`config.mk`:
```
export PLATFORM = sky130hd
export DESIGN_NAME = w5500_driver
export DESIGN_NICKNAME = d
export VERILOG_FILES = /design/src/rtl/w5500_pkg.sv /design/src/rtl/w5500_spi_byte.sv /design/src/rtl/w5500_driver.sv
export SDC_FILE = /design/constraint.sdc
export NUM_CORES = 1
export LEC_CHECK = 0
export CAP_MARGIN = 20
export CORE_UTILIZATION = 35
export DETAILED_ROUTE_END_ITERATION = 10
export PLACE_DENSITY_LB_ADDON = 0.3
export SLEW_MARGIN = 20
export SYNTH_ARGS = -nofsm -noshare
export SYNTH_HDL_FRONTEND = slang
export SYNTH_SLANG_ARGS = --single-unit
```
`constraint.sdc`:
```
create_clock -name i_clk -period 10.7 [get_ports i_clk]
set_input_delay 1.07 -clock i_clk [delete_from_list [all_inputs] [get_ports i_clk]]
set_output_delay 1.07 -clock i_clk [all_outputs]
set_load 0.01 [all_outputs]
```
`src/rtl/w5500_pkg.sv`:
```
// Shared definitions for the W5500 bring-up driver: register map, block-select codes,
// command values, sequencer state and SPI frame helpers.
package w5500_pkg;

  // Common register block
  localparam logic [15:0] ADDR_SHAR    = 16'h0009;
  localparam logic [15:0] ADDR_GAR     = 16'h0001;
  localparam logic [15:0] ADDR_SUBR    = 16'h0005;
  localparam logic [15:0] ADDR_SIPR    = 16'h000F;
  // Socket register block
  localparam logic [15:0] ADDR_SN_MR   = 16'h0000;
  localparam logic [15:0] ADDR_SN_CR   = 16'h0001;
  localparam logic [15:0] ADDR_SN_IR   = 16'h0002;
  localparam logic [15:0] ADDR_SN_PORT = 16'h0004;

  localparam logic [4:0] BSB_COMMON = 5'b00000;
  localparam logic [4:0] BSB_S0_REG = 5'b00001;

  localparam logic RWB_READ  = 1'b0;
  localparam logic RWB_WRITE = 1'b1;

  localparam logic [7:0] SN_MR_TCP    = 8'h01;
  localparam logic [7:0] SN_CR_OPEN   = 8'h01;
  localparam logic [7:0] SN_CR_LISTEN = 8'h02;

  typedef enum logic [2:0] {
    StHwRst,
    StBoot,
    StCfg,
    StIdle,
    StSvcRd,
    StSvcClr
  } state_e;

  // One SPI frame: address phase, control phase, len data bytes. Data is left-aligned so
  // the first byte on the wire is data[47:40].
  typedef struct packed {
    logic [15:0] addr;
    logic [4:0]  bsb;
    logic        rwb;
    logic [3:0]  len;
    logic [47:0] data;
  } frame_t;

  // Control byte in variable-data-length mode (OM = 00).
  function automatic logic [7:0] ctrl_byte(input logic [4:0] bsb, input logic rwb);
    return {bsb, rwb, 2'b00};
  endfunction

  function automatic frame_t mk_frame(input logic [15:0] addr, input logic [4:0] bsb,
                                      input logic rwb, input logic [3:0] len,
                                      input logic [47:0] data);
    frame_t f;
    f.addr = addr;
    f.bsb  = bsb;
    f.rwb  = rwb;
    f.len  = len;
    f.data = data;
    return f;
  endfunction

  // Byte idx of the frame as it appears on MOSI.
  function automatic logic [7:0] frame_byte(input frame_t f, input logic [3:0] idx);
    logic [7:0]  b;
    logic [47:0] sh;
    sh = f.data << {idx - 4'd3, 3'b000};
    case (idx)
      4'd0:    b = f.addr[15:8];
      4'd1:    b = f.addr[7:0];
      4'd2:    b = ctrl_byte(f.bsb, f.rwb);
      default: b = sh[47:40];
    endcase
    return b;
  endfunction

endpackage

```
`src/rtl/w5500_spi_byte.sv`:
```
// Mode-0 SPI byte engine: one byte per start strobe, MSB first, SCLK half-period of
// SPI_DIV clocks. MOSI moves on the falling edge, MISO is taken at the rising edge.
module w5500_spi_byte #(
  parameter int unsigned SPI_DIV = 2
) (
  input  logic       clk_i,
  input  logic       rst_i,
  input  logic       start_i,
  input  logic [7:0] tx_byte_i,
  input  logic       miso_i,
  output logic [7:0] rx_byte_o,
  output logic       done_o,
  output logic       sclk_o,
  output logic       mosi_o
);

  logic        active_q, active_d;
  logic        sclk_q, sclk_d;
  logic [31:0] div_q, div_d;
  logic [2:0]  bit_q, bit_d;
  logic [7:0]  tx_q, tx_d;
  logic [7:0]  rx_q, rx_d;
  logic        done_q, done_d;

  // Divider, shift and sample next-state
  always_comb begin
    active_d = active_q;
    sclk_d   = sclk_q;
    div_d    = div_q;
    bit_d    = bit_q;
    tx_d     = tx_q;
    rx_d     = rx_q;
    done_d   = 1'b0;
    if (!active_q) begin
      if (start_i) begin
        active_d = 1'b1;
        sclk_d   = 1'b0;
        div_d    = '0;
        bit_d    = '0;
        tx_d     = tx_byte_i;
      end
    end else if (div_q == SPI_DIV - 1) begin
      div_d = '0;
      if (!sclk_q) begin
        sclk_d = 1'b1;
        rx_d   = {rx_q[6:0], miso_i};
      end else begin
        sclk_d = 1'b0;
        if (bit_q == 3'd7) begin
          active_d = 1'b0;
          done_d   = 1'b1;
        end else begin
          bit_d = bit_q + 3'd1;
          tx_d  = {tx_q[6:0], 1'b0};
        end
      end
    end else begin
      div_d = div_q + 32'd1;
    end
  end

  // Engine state register with synchronous reset
  always_ff @(posedge clk_i) begin
    if (rst_i) begin
      active_q <= 1'b0;
      sclk_q   <= 1'b0;
      div_q    <= '0;
      bit_q    <= '0;
      tx_q     <= '0;
      rx_q     <= '0;
      done_q   <= 1'b0;
    end else begin
      active_q <= active_d;
      sclk_q   <= sclk_d;
      div_q    <= div_d;
      bit_q    <= bit_d;
      tx_q     <= tx_d;
      rx_q     <= rx_d;
      done_q   <= done_d;
    end
  end

  assign sclk_o    = sclk_q;
  assign mosi_o    = active_q & tx_q[7];
  assign rx_byte_o = rx_q;
  assign done_o    = done_q;

endmodule

```
`src/rtl/w5500_driver.sv`:
```
// W5500 bring-up and interrupt service sequencer. Resets the chip, writes network and
// socket 0 configuration, opens a TCP listener, then services Sn_IR on each interrupt.
// Build option W5500_SHAR_CFG_EN: also writes MAC_ADDR to SHAR as the first frame.
module w5500_driver
  import w5500_pkg::*;
#(
  parameter int unsigned DATA_WIDTH   = 8,
  parameter logic [31:0] IP_ADDR      = 32'hC0A80001,
  parameter logic [31:0] GATEWAY_ADDR = 32'hC0A80001,
  parameter logic [31:0] SUBNET_MASK  = 32'hFFFFFF00,
  parameter logic [15:0] PORT         = 16'h1337,
  parameter int unsigned SPI_DIV      = 2,
  parameter int unsigned RST_CYCLES   = 16,
`ifdef W5500_SHAR_CFG_EN
  parameter logic [47:0] MAC_ADDR     = 48'h00_08_DC_01_02_03,
`endif
  parameter int unsigned BOOT_CYCLES  = 16
) (
  input  logic                  i_clk,
  input  logic                  i_rst,
  input  logic                  i_spi_miso,
  output logic                  o_spi_mosi,
  output logic                  o_spi_clk,
  output logic                  o_spi_cs,
  output logic                  o_w5500_rst,
  input  logic                  i_w5500_int,
  output logic                  o_busy,
  output logic                  o_data_ready,
  output logic [DATA_WIDTH-1:0] o_data_out
);

`ifdef W5500_SHAR_CFG_EN
  localparam int unsigned NumCfg = 8;
`else
  localparam int unsigned NumCfg = 7;
`endif
  localparam logic [3:0]  LastCfg   = 4'(NumCfg - 1);
  localparam int unsigned GapCycles = 2 * SPI_DIV;

  // Configuration frame ROM, in wire order.
  function automatic frame_t cfg_frame(input logic [3:0] idx);
    frame_t     f;
    logic [3:0] k;
`ifdef W5500_SHAR_CFG_EN
    k = idx - 4'd1;  // SHAR sits at idx 0, which wraps to 4'hF
`else
    k = idx;
`endif
    case (k)
      4'd0:    f = mk_frame(ADDR_GAR, BSB_COMMON, RWB_WRITE, 4'd4, {GATEWAY_ADDR, 16'h0});
      4'd1:    f = mk_frame(ADDR_SUBR, BSB_COMMON, RWB_WRITE, 4'd4, {SUBNET_MASK, 16'h0});
      4'd2:    f = mk_frame(ADDR_SIPR, BSB_COMMON, RWB_WRITE, 4'd4, {IP_ADDR, 16'h0});
      4'd3:    f = mk_frame(ADDR_SN_MR, BSB_S0_REG, RWB_WRITE, 4'd1, {SN_MR_TCP, 40'h0});
      4'd4:    f = mk_frame(ADDR_SN_PORT, BSB_S0_REG, RWB_WRITE, 4'd2, {PORT, 32'h0});
      4'd5:    f = mk_frame(ADDR_SN_CR, BSB_S0_REG, RWB_WRITE, 4'd1, {SN_CR_OPEN, 40'h0});
      4'd6:    f = mk_frame(ADDR_SN_CR, BSB_S0_REG, RWB_WRITE, 4'd1, {SN_CR_LISTEN, 40'h0});
`ifdef W5500_SHAR_CFG_EN
      4'hF:    f = mk_frame(ADDR_SHAR, BSB_COMMON, RWB_WRITE, 4'd6, MAC_ADDR);
`endif
      default: f = mk_frame(ADDR_GAR, BSB_COMMON, RWB_WRITE, 4'd4, {GATEWAY_ADDR, 16'h0});
    endcase
    return f;
  endfunction

  state_e                state_q, state_d;
  logic [31:0]           cnt_q, cnt_d;
  logic [3:0]            frame_idx_q, frame_idx_d;
  logic [3:0]            byte_idx_q, byte_idx_d;
  logic                  cs_q, cs_d;
  logic                  wrst_q, wrst_d;
  logic                  busy_q, busy_d;
  logic                  rdy_q, rdy_d;
  logic [DATA_WIDTH-1:0] dout_q, dout_d;
  logic [7:0]            svc_q, svc_d;
  logic                  pend_q, pend_d;
  logic [2:0]            int_sync_q;
  logic                  int_rise;

  frame_t     cur_frame;
  logic [3:0] tx_idx;
  logic       spi_start;
  logic [7:0] spi_tx;
  logic [7:0] spi_rx;
  logic       spi_done;

  assign int_rise = int_sync_q[1] & ~int_sync_q[2];
  assign spi_tx   = frame_byte(cur_frame, tx_idx);

  w5500_spi_byte #(
    .SPI_DIV (SPI_DIV)
  ) u_spi_byte (
    .clk_i     (i_clk),
    .rst_i     (i_rst),
    .start_i   (spi_start),
    .tx_byte_i (spi_tx),
    .miso_i    (i_spi_miso),
    .rx_byte_o (spi_rx),
    .done_o    (spi_done),
    .sclk_o    (o_spi_clk),
    .mosi_o    (o_spi_mosi)
  );

  // Select the frame the current state is shifting out
  always_comb begin
    unique case (state_q)
      StSvcRd:  cur_frame = mk_frame(ADDR_SN_IR, BSB_S0_REG, RWB_READ, 4'd1, 48'h0);
      StSvcClr: cur_frame = mk_frame(ADDR_SN_IR, BSB_S0_REG, RWB_WRITE, 4'd1, {svc_q, 40'h0});
      default:  cur_frame = cfg_frame(frame_idx_q);
    endcase
  end

  // Sequencer next-state, cs framing and byte issue
  always_comb begin
    state_d     = state_q;
    cnt_d       = cnt_q;
    frame_idx_d = frame_idx_q;
    byte_idx_d  = byte_idx_q;
    cs_d        = cs_q;
    wrst_d      = wrst_q;
    rdy_d       = 1'b0;
    dout_d      = dout_q;
    svc_d       = svc_q;
    pend_d      = pend_q;
    spi_start   = 1'b0;
    tx_idx      = byte_idx_q;
    unique case (state_q)
      StHwRst: begin
        wrst_d = 1'b0;
        if (cnt_q == RST_CYCLES - 1) begin
          cnt_d   = '0;
          wrst_d  = 1'b1;
          state_d = StBoot;
        end else begin
          cnt_d = cnt_q + 32'd1;
        end
      end
      StBoot: begin
        if (cnt_q == BOOT_CYCLES - 1) begin
          cnt_d       = '0;
          frame_idx_d = '0;
          state_d     = StCfg;
        end else begin
          cnt_d = cnt_q + 32'd1;
        end
      end
      StIdle: begin
        if (pend_q) begin
          // Clear on entry so an edge arriving during the service re-arms it.
          pend_d  = 1'b0;
          cnt_d   = '0;
          state_d = StSvcRd;
        end
      end
      StCfg, StSvcRd, StSvcClr: begin
        if (cs_q) begin
          // Inter-frame gap, then drop cs and launch the address MSB together.
          if (cnt_q >= GapCycles - 1) begin
            cs_d       = 1'b0;
            cnt_d      = '0;
            byte_idx_d = '0;
            tx_idx     = '0;
            spi_start  = 1'b1;
          end else begin
            cnt_d = cnt_q + 32'd1;
          end
        end else if (spi_done) begin
          if (state_q == StSvcRd && byte_idx_q == 4'd3) begin
            svc_d  = spi_rx;
            dout_d = DATA_WIDTH'(spi_rx);
            rdy_d  = 1'b1;
          end
          if (byte_idx_q == cur_frame.len + 4'd2) begin
            cs_d  = 1'b1;
            cnt_d = '0;
            if (state_q == StCfg) begin
              if (frame_idx_q == LastCfg) begin
                state_d = StIdle;
              end else begin
                frame_idx_d = frame_idx_q + 4'd1;
              end
            end else if (state_q == StSvcRd) begin
              state_d = StSvcClr;
            end else begin
              state_d = StIdle;
            end
          end else begin
            byte_idx_d = byte_idx_q + 4'd1;
            tx_idx     = byte_idx_q + 4'd1;
            spi_start  = 1'b1;
          end
        end
      end
      default: state_d = StHwRst;
    endcase
    if (int_rise) begin
      pend_d = 1'b1;
    end
    busy_d = (state_d != StIdle);
  end

  // Sequencer registers and interrupt synchronizer, synchronous reset
  always_ff @(posedge i_clk) begin
    if (i_rst) begin
      state_q     <= StHwRst;
      cnt_q       <= '0;
      frame_idx_q <= '0;
      byte_idx_q  <= '0;
      cs_q        <= 1'b1;
      wrst_q      <= 1'b0;
      busy_q      <= 1'b1;
      rdy_q       <= 1'b0;
      dout_q      <= '0;
      svc_q       <= '0;
      pend_q      <= 1'b0;
      int_sync_q  <= '0;
    end else begin
      state_q     <= state_d;
      cnt_q       <= cnt_d;
      frame_idx_q <= frame_idx_d;
      byte_idx_q  <= byte_idx_d;
      cs_q        <= cs_d;
      wrst_q      <= wrst_d;
      busy_q      <= busy_d;
      rdy_q       <= rdy_d;
      dout_q      <= dout_d;
      svc_q       <= svc_d;
      pend_q      <= pend_d;
      int_sync_q  <= {int_sync_q[1:0], i_w5500_int};
    end
  end

  assign o_spi_cs     = cs_q;
  assign o_w5500_rst  = wrst_q;
  assign o_busy       = busy_q;
  assign o_data_ready = rdy_q;
  assign o_data_out   = dout_q;

endmodule

```
==> results of run 1 <==
==> worst paths after layout <==
| check | from | to | depth (start not counted) | slack, ns |
|---|---|---|---|---|
| worst max register to register | state_q[2]$_SDFF_PP0_ | u_spi_byte.tx_q[0]$_SDFFE_PP0P_ | 15 | 5.47 |
| worst min register to register | int_sync_q[0]$_SDFF_PP0_ | int_sync_q[1]$_SDFF_PP0_ | 1 | 0.44 |
| worst min-delay path | int_sync_q[0]$_SDFF_PP0_ | int_sync_q[1]$_SDFF_PP0_ | 1 | 0.44 |
| worst max-delay path | state_q[2]$_SDFF_PP0_ | u_spi_byte.tx_q[0]$_SDFFE_PP0P_ | 15 | 5.47 |
==> power by group through the flow <==
stage                     Clock (uW)  Combinational [uW]  Sequential, uW
after floorplan                    0                20.7             433
after global placement             0                26.8             434
after detailed placement           0                26.8             434
after CTS                        573                26.8             425
after global routing             593                29.5             425
final                            558                26.7             425
==> final cells by class <==
class / count / area (sq um)
Fill cell: 1776 / 10240
Multi-Input combinational cell: 624 / 3789
Sequential cell: 113 / 2262
Clock buffer: 17 / 425.4
Tap cell: 225 / 281.5
Timing Repair Buffer: 21 / 195.2
Clock inverter: 15 / 158.9
Inverter: 18 / 67.56
==> routing by layer <==
metal | vias to the layer above | part of all wire | routed length, microns | track usage
li1 | 2921 | - | - | -
met1 | 2770 | 0.51 | 7957 | 0.2482
met2 | 105 | 0.45 | 7039 | 0.2586
met3 | 17 | 0.034 | 531 | 0.04176
met4 | 0 | 0.012 | 194 | 0.05432
met5 | - | 0 | 0 | 0
==> stage by stage <==
stage          utilization  instances  power, uW
2_1_floorplan            -        803      454.0
3_3_place_gp        0.3787       1001      461.0
3_5_place_dp        0.3787       1001      460.9
4_1_cts             0.4122       1033       1025
5_1_grt             0.4122       1033       1048
6_report            0.4122       1033       1010
==> state kept, by name, indices dropped and copies added, names as in the netlist, 4 cells and up <==
name and cells:
u_spi_byte.tx_q 8, byte_idx_q 4, cnt_q 32, svc_q 8, frame_idx_q 4, u_spi_byte.rx_byte_o 8
u_spi_byte.div_q 32
==> placed cells by master, fill, tap and decap left out, types with 18 or more instances in the layout <==
cell,n
xor2_1,20
inv_1,18
dfxtp_1,113
nand2_1,65
o21ai_0,41
nor3_1,19
nor4_1,23
nand3_1,36
nor2_1,124
nand4_1,18
a21oi_1,56
==> cells by family after synthesis <==
logic type,count (synthesis),share of synthesized area
DFF,113,0.3590
and+or+nand+nor,366,0.2975
buffers and inverters,66,0.04071
muxes,10,0.01589
xor gates and xnor gates,36,0.05004
adders and majority gates,15,0.02979
AOI/OAI and AO/OA,197,0.2071
==> worst register-to-register path, cell delays in order, from the launching register on <==
cell      delay, ns
dfxtp_1        0.51
nor2b_1        0.81
nor2_1         0.27
ha_1           0.36
xor2_1         0.17
nor2_1         0.38
o31a_2         0.35
nor4_4         0.11
nor2_1         0.45
inv_1          0.13
ha_1           0.38
inv_1          0.10
a221oi_1       0.60
o41ai_1        0.23
o211ai_1       0.15
a21oi_1        0.08
==> metrics.md, run 1 <==
| Metric | Value |
|---|---|
| Sw frac | `0.2318` |
| Count leader, synth | `nor2_1` |
| Via count | `5,813` |
| RSZ-0062 raised after global routing | `false` |
| Period utilisation layout | `0.4890` |
| Area post-placement | `6595 sq um` |
| Synth area leaders | `dfxtp_1 36%, nor2_1 7.4%, a21oi_1 4.4%, nand2_1 3.9%, o21ai_0 3.3%` |
| Worst path top cell family by delay | `simple AND/OR/NAND/NOR gates` |
| Top post-synthesis cells by count | `124 x nor2_1, 113 x dfxtp_1, 65 x nand2_1` |
| Syn Nets | `822` |
| Die Span Y | `136.2 microns` |
| CTS tree | `done` |
| Setup tns final | `0 ns` |
| DR pass1 iterations | `5` |
| Clk_skew | `0.008723 ns` |
| CTS Hold Bufs | `0` |
| Clk slew on worst S/H paths | `0.06 ns` |
| Worst Max-Slew Pin Slew | `0.9803 ns` |
| Hold WS | `0.4377 ns` |
| Mapped cell area | `6301 sq um` |
| Library cells used by synthesis | `63` |
| Antenna viol nets, final | `0` |
| Sequential share of the synthesized area | `0.3590` |
| Slew headroom | `0.3465` |
| Seq pwr share | `0.421` |
| Worst Path Arrival | `5.48 ns` |
| Die X | `136.2 microns` |
| CTS Sinks | `113` |
| Pleak | `0.002371 uW` |
| Vias in the first global route | `5,036` |
| Drt initial violations | `459` |
| #FFs+latches synth | `113` |
| GP Congestion | `0.9020` |
| CP startpoint kind | `flip-flop` |
| Largest net degree at the start of global routing | `83` |
| CORE AREA | `17,420 sq um` |
| Initial antenna violation count | `0` |
| Post-synthesis to final-layout area growth | `13.94%` |
| Setup-failing EPs final | `0` |
| Most used cell, CP | `nor2_1` |
| WL/cell | `15.22 microns` |
| Mean area per synthesized cell | `7.847 sq um` |
| Input/output buffers | `17` |
| Slowest cell on crit path | `nor2b_1` |
| Fin nets | `814` |
| Post-synth EDFFs | `0` |
| Crit path largest cell delay | `0.80 ns` |
| Row cnt | `48` |
| Drt drc | `0` |
| CP Cell Sequence | `nor2b_1 > nor2_1 > ha_1 > xor2_1 > nor2_1 > o31a_2 > nor4_4 > nor2_1 > inv_1 > ha_1 > inv_1 > a221oi_1 > o41ai_1 > o211ai_1 > a21oi_1` |
| CTS buffer count | `17` |
| Outcome | `finished, final reports clean` |
| Final min period | `5.233 ns` |
| WL final | `15,720 microns` |
| Final Max Tran Viols | `0` |
| Share of layout cells above drive strength 1 | `0.07054` |
| Antenna cells | `0` |
| Reported max-cap violation count | `0` |
| Dpl hpwl | `10,440 microns` |
| Area leader, netlist | `dfxtp_1` |
| Synth Flop Type | `dfxtp_1` |
| Dpl ws | `5.533 ns` |
| Peak VDD IR | `0.0001066 V` |
| Setup bufs post-CTS | `0` |
| Clock Tree Buf Depth | `2` |
| Area of the die | `18,540 sq um` |
| Top cell type's share of synthesized area | `0.3590` |
| Cts repair resizes | `0` |
| Worst Path Required | `10.95 ns` |
| DR vias/cell | `5.627` |
| Combinational Power Share | `0.026` |
| Power share of the clock group | `0.553` |
| F_max | `191.1 MHz` |
| First-pass GRT wire length | `25,780 microns` |
| NetSw | `234.0 uW` |
| HP Class | `reg -> reg` |
| Synth async-reset ratio | `0` |
| PwrDens | `140.6 nW/um^2` |
| Crit Path Class | `reg -> reg` |
| Pint | `775.7 uW` |
| Initial Util | `0.3618` |
| GRT Total Usage | `0.1751` |
| PnR worst setup slack | `5.467 ns` |
| Post-Syn Instances | `803` |
| Clock Latency Late Sink | `0.41 ns` |
| # IOs | `18` |
| Root buf cell | `clkbuf_16` |
| Crit path buf inv count | `2` |
| Final hold viol count | `0` |
| Crit end category | `flip-flop` |
| Synth warnings | `0` |
| H-tree depth | `4` |
| Final instance area | `7179 sq um` |
| Grt total ovfl | `0` |
| Critical path peak fanout | `13` |
(Power assumes the default switching activity.)
==> inputs of run 2 (changes only) <==
- clock period: 10.7 -> 4.5 ns (I/O delays scaled with it)
==> run 2 against run 1 <==
Via count increased by 0.31%; wire length increased by 1.1%; cell count increased by 1.5%; flip-flop and latch count unchanged; clock power increased to 2.6 times the previous value; first-iteration DRC count increased by 9.4%; worst hold slack about the same; combinational power increased to 2.6 times the previous value.
==> metrics.md, run 2 (synthesized netlist as in run 1, its figures left out) <==
| Metric | Value |
|---|---|
| Die X | `136.2 microns (unchanged)` |
| Vias in the first global route | `5,366 (+6.6%)` |
| Sw frac | `0.2129 (-0.01884)` |
| Period utilisation layout | `0.9228 (+0.4337)` |
| Fin nets | `830 (+2.0%)` |
| Worst Path Arrival | `4.48 ns (-1.00 ns)` |
| Worst Max-Slew Pin Slew | `0.7532 ns (-0.2270 ns)` |
| Drt drc | `0 (unchanged)` |
| Commonest non-fill, non-tap cell in the layout | `nor2_1` |
| Seq pwr share | `0.397 (-0.024)` |
| Antenna cells | `0 (unchanged)` |
| DR vias/cell | `5.559 (-1.2%)` |
| H-tree depth | `4 (unchanged)` |
| # IOs | `18 (unchanged)` |
| Most frequent cells in the layout | `123 x nor2_1, 113 x dfxtp_1, 65 x nand2_1` |
| Root buf cell | `clkbuf_16` |
| Clock Latency Late Sink | `0.41 ns (about the same)` |
| Inst Count DP | `1,015 (+1.4%)` |
| Clk slew on worst S/H paths | `0.06 ns (about the same)` |
| Via count | `5,831 (+0.31%)` |
| Pleak | `0.002483 uW (+4.7%)` |
| Row cnt | `48 (unchanged)` |
| Critical path peak fanout | `7 (-6)` |
| DR pass1 iterations | `5 (unchanged)` |
| Initial Util | `0.3618 (unchanged)` |
| Post-synthesis to final-layout area growth | `17.06%` |
| Slew headroom | `0.4978 (+0.1514)` |
| CP startpoint kind | `flip-flop` |
| Combinational Power Share | `0.027 (about the same)` |
| GP Congestion | `0.8611 (-4.5%)` |
| Post-Layout Cell Count | `1,049 (+1.5%)` |
| NetSw | `542.3 uW (+130%)` |
| HP Class | `reg -> reg` |
| Initial antenna violation count | `0 (unchanged)` |
| GRT Total Usage | `0.1795 (+0.004459)` |
| Crit Path Class | `reg -> reg` |
| Drt initial violations | `502 (+9.4%)` |
| RSZ-0062 raised after global routing | `false` |
| WL final | `15,900 microns (+1.1%)` |
| Final Max Tran Viols | `0 (unchanged)` |
| Clock Tree Buf Depth | `2 (unchanged)` |
| Hold WS | `0.4379 ns (+0.0001320 ns)` |
| CTS buffer count | `17 (unchanged)` |
| Antenna viol nets, final | `0 (unchanged)` |
| Top Registers | `cnt_q: 32 flops, u_spi_byte.div_q: 32 flops` |
| Final min period | `4.152 ns (-1.080 ns)` |
| Filler cells | `1,784 (+0.45%)` |
| Dpl hpwl | `10,710 microns (+2.6%)` |
| Setup tns final | `0 ns (unchanged)` |
| CORE AREA | `17,420 sq um (unchanged)` |
| Peak VDD IR | `0.0003283 V (+210%)` |
| Area of the die | `18,540 sq um (unchanged)` |
| Area post-placement | `6700 sq um (+1.6%)` |
| Crit end category | `flip-flop` |
| Setup-failing EPs final | `0 (unchanged)` |
| Largest net degree at the start of global routing | `45 (-46%)` |
| Grt total ovfl | `0 (unchanged)` |
| F_max | `240.8 MHz (+26%)` |
| Outcome | `finished, final reports clean` |
| CTS Sinks | `113 (unchanged)` |
| PwrDens | `345.3 nW/um^2 (+150%)` |
| Clk_skew | `0.008023 ns (-0.0007004 ns)` |
| Worst Path Required | `4.83 ns (-6.12 ns)` |
| Dpl ws | `0.2517 ns (-5.282 ns)` |
| Pint | `2005 uW (+160%)` |
| Die Span Y | `136.2 microns (unchanged)` |
| Share of layout cells above drive strength 1 | `0.08981 (+0.01926)` |
| First-pass GRT wire length | `26,570 microns (+3.1%)` |
| PnR worst setup slack | `0.3476 ns (-5.120 ns)` |
| Final hold viol count | `0 (unchanged)` |
| Input/output buffers | `17 (unchanged)` |
| WL/cell | `15.16 microns (-0.40%)` |
| Reported max-cap violation count | `0 (unchanged)` |
| Power share of the clock group | `0.576 (+0.023)` |
| Final instance area | `7376 sq um (+2.7%)` |
| CTS tree | `done` |
## run 2: final timing paths
| path | from | to | cells after the start | slack, ns |
|---|---|---|---|---|
| setup / recovery | frame_idx_q[0]$_SDFFE_PP0P_ | u_spi_byte.tx_q[3]$_SDFFE_PP0P_ | 21 | 0.35 |
| hold / removal | int_sync_q[0]$_SDFF_PP0_ | int_sync_q[1]$_SDFF_PP0_ | 1 | 0.44 |
| setup reg to reg | frame_idx_q[0]$_SDFFE_PP0P_ | u_spi_byte.tx_q[3]$_SDFFE_PP0P_ | 21 | 0.35 |
| hold reg to reg | int_sync_q[0]$_SDFF_PP0_ | int_sync_q[1]$_SDFF_PP0_ | 1 | 0.44 |
## run 2: critical path, stage by stage (launching register included)
cell	delay, ns
dfxtp_1	0.40
inv_1	0.10
ha_1	0.30
nor2_4	0.20
nand2_1	0.09
a21oi_1	0.14
nor2_1	0.08
ha_1	0.29
xor2_1	0.17
nor2_1	0.18
o31a_2	0.18
buf_4	0.15
nor4_4	0.06
nor2_2	0.19
inv_1	0.09
ha_1	0.35
inv_1	0.13
a221oi_1	0.08
buf_4	0.18
a311o_1	0.30
o21bai_1	0.16
a211oi_1	0.23
## run 2: cell type report
| class | count | area [sq um] | area share |
|---|---|---|---|
| clock buffer | 21 | 470.5 | 0.06378 |
| clock inverter | 11 | 177.7 | 0.02409 |
| inverter | 18 | 67.56 | 0.009160 |
| multi-input combinational | 624 | 3801 | 0.5154 |
| sequential | 113 | 2262 | 0.3067 |
| tap | 225 | 281.5 | 0.03817 |
| timing repair buffer | 37 | 315.3 | 0.04275 |
## run 2: power groups by stage
stage | combinational (uW) | sequential, uW | clock, uW
2_1_floorplan | 49.2 | 1030 | 0
6_report | 68.8 | 1010 | 1470
3_3_place_gp | 69.2 | 1030 | 0
4_1_cts | 68.8 | 1010 | 1490
5_1_grt | 76.2 | 1010 | 1530
3_5_place_dp | 68.6 | 1030 | 0
## run 2: per-layer routing
metal / vias to the layer above / GRT usage / part of all wire
met2: 102 / 0.2671 / 0.44
met4: 0 / 0.05926 / 0.0093
met5: - / 0 / 0
li1: 2952 / - / -
met1: 2766 / 0.2559 / 0.52
met3: 11 / 0.03579 / 0.033
## run 2: through the flow
step	power (uW)	utilization
after detailed placement	1101	0.3847
final	2547	0.4235
after floorplan	1080	-
after CTS	2573	0.4219
after global routing	2619	0.4235
after global placement	1102	0.3847
## run 2: timing repair
item,CTS,global route
setup buffers,0,2
hold buffers,0,0
setup endpoints to repair,0,8
gates resized for setup,0,3
==> inputs of run 3 (changes only) <==
- SLEW_MARGIN: 20 -> default
==> results of run 3 <==
Final layout, timing and power as in run 2 (identical DEF).
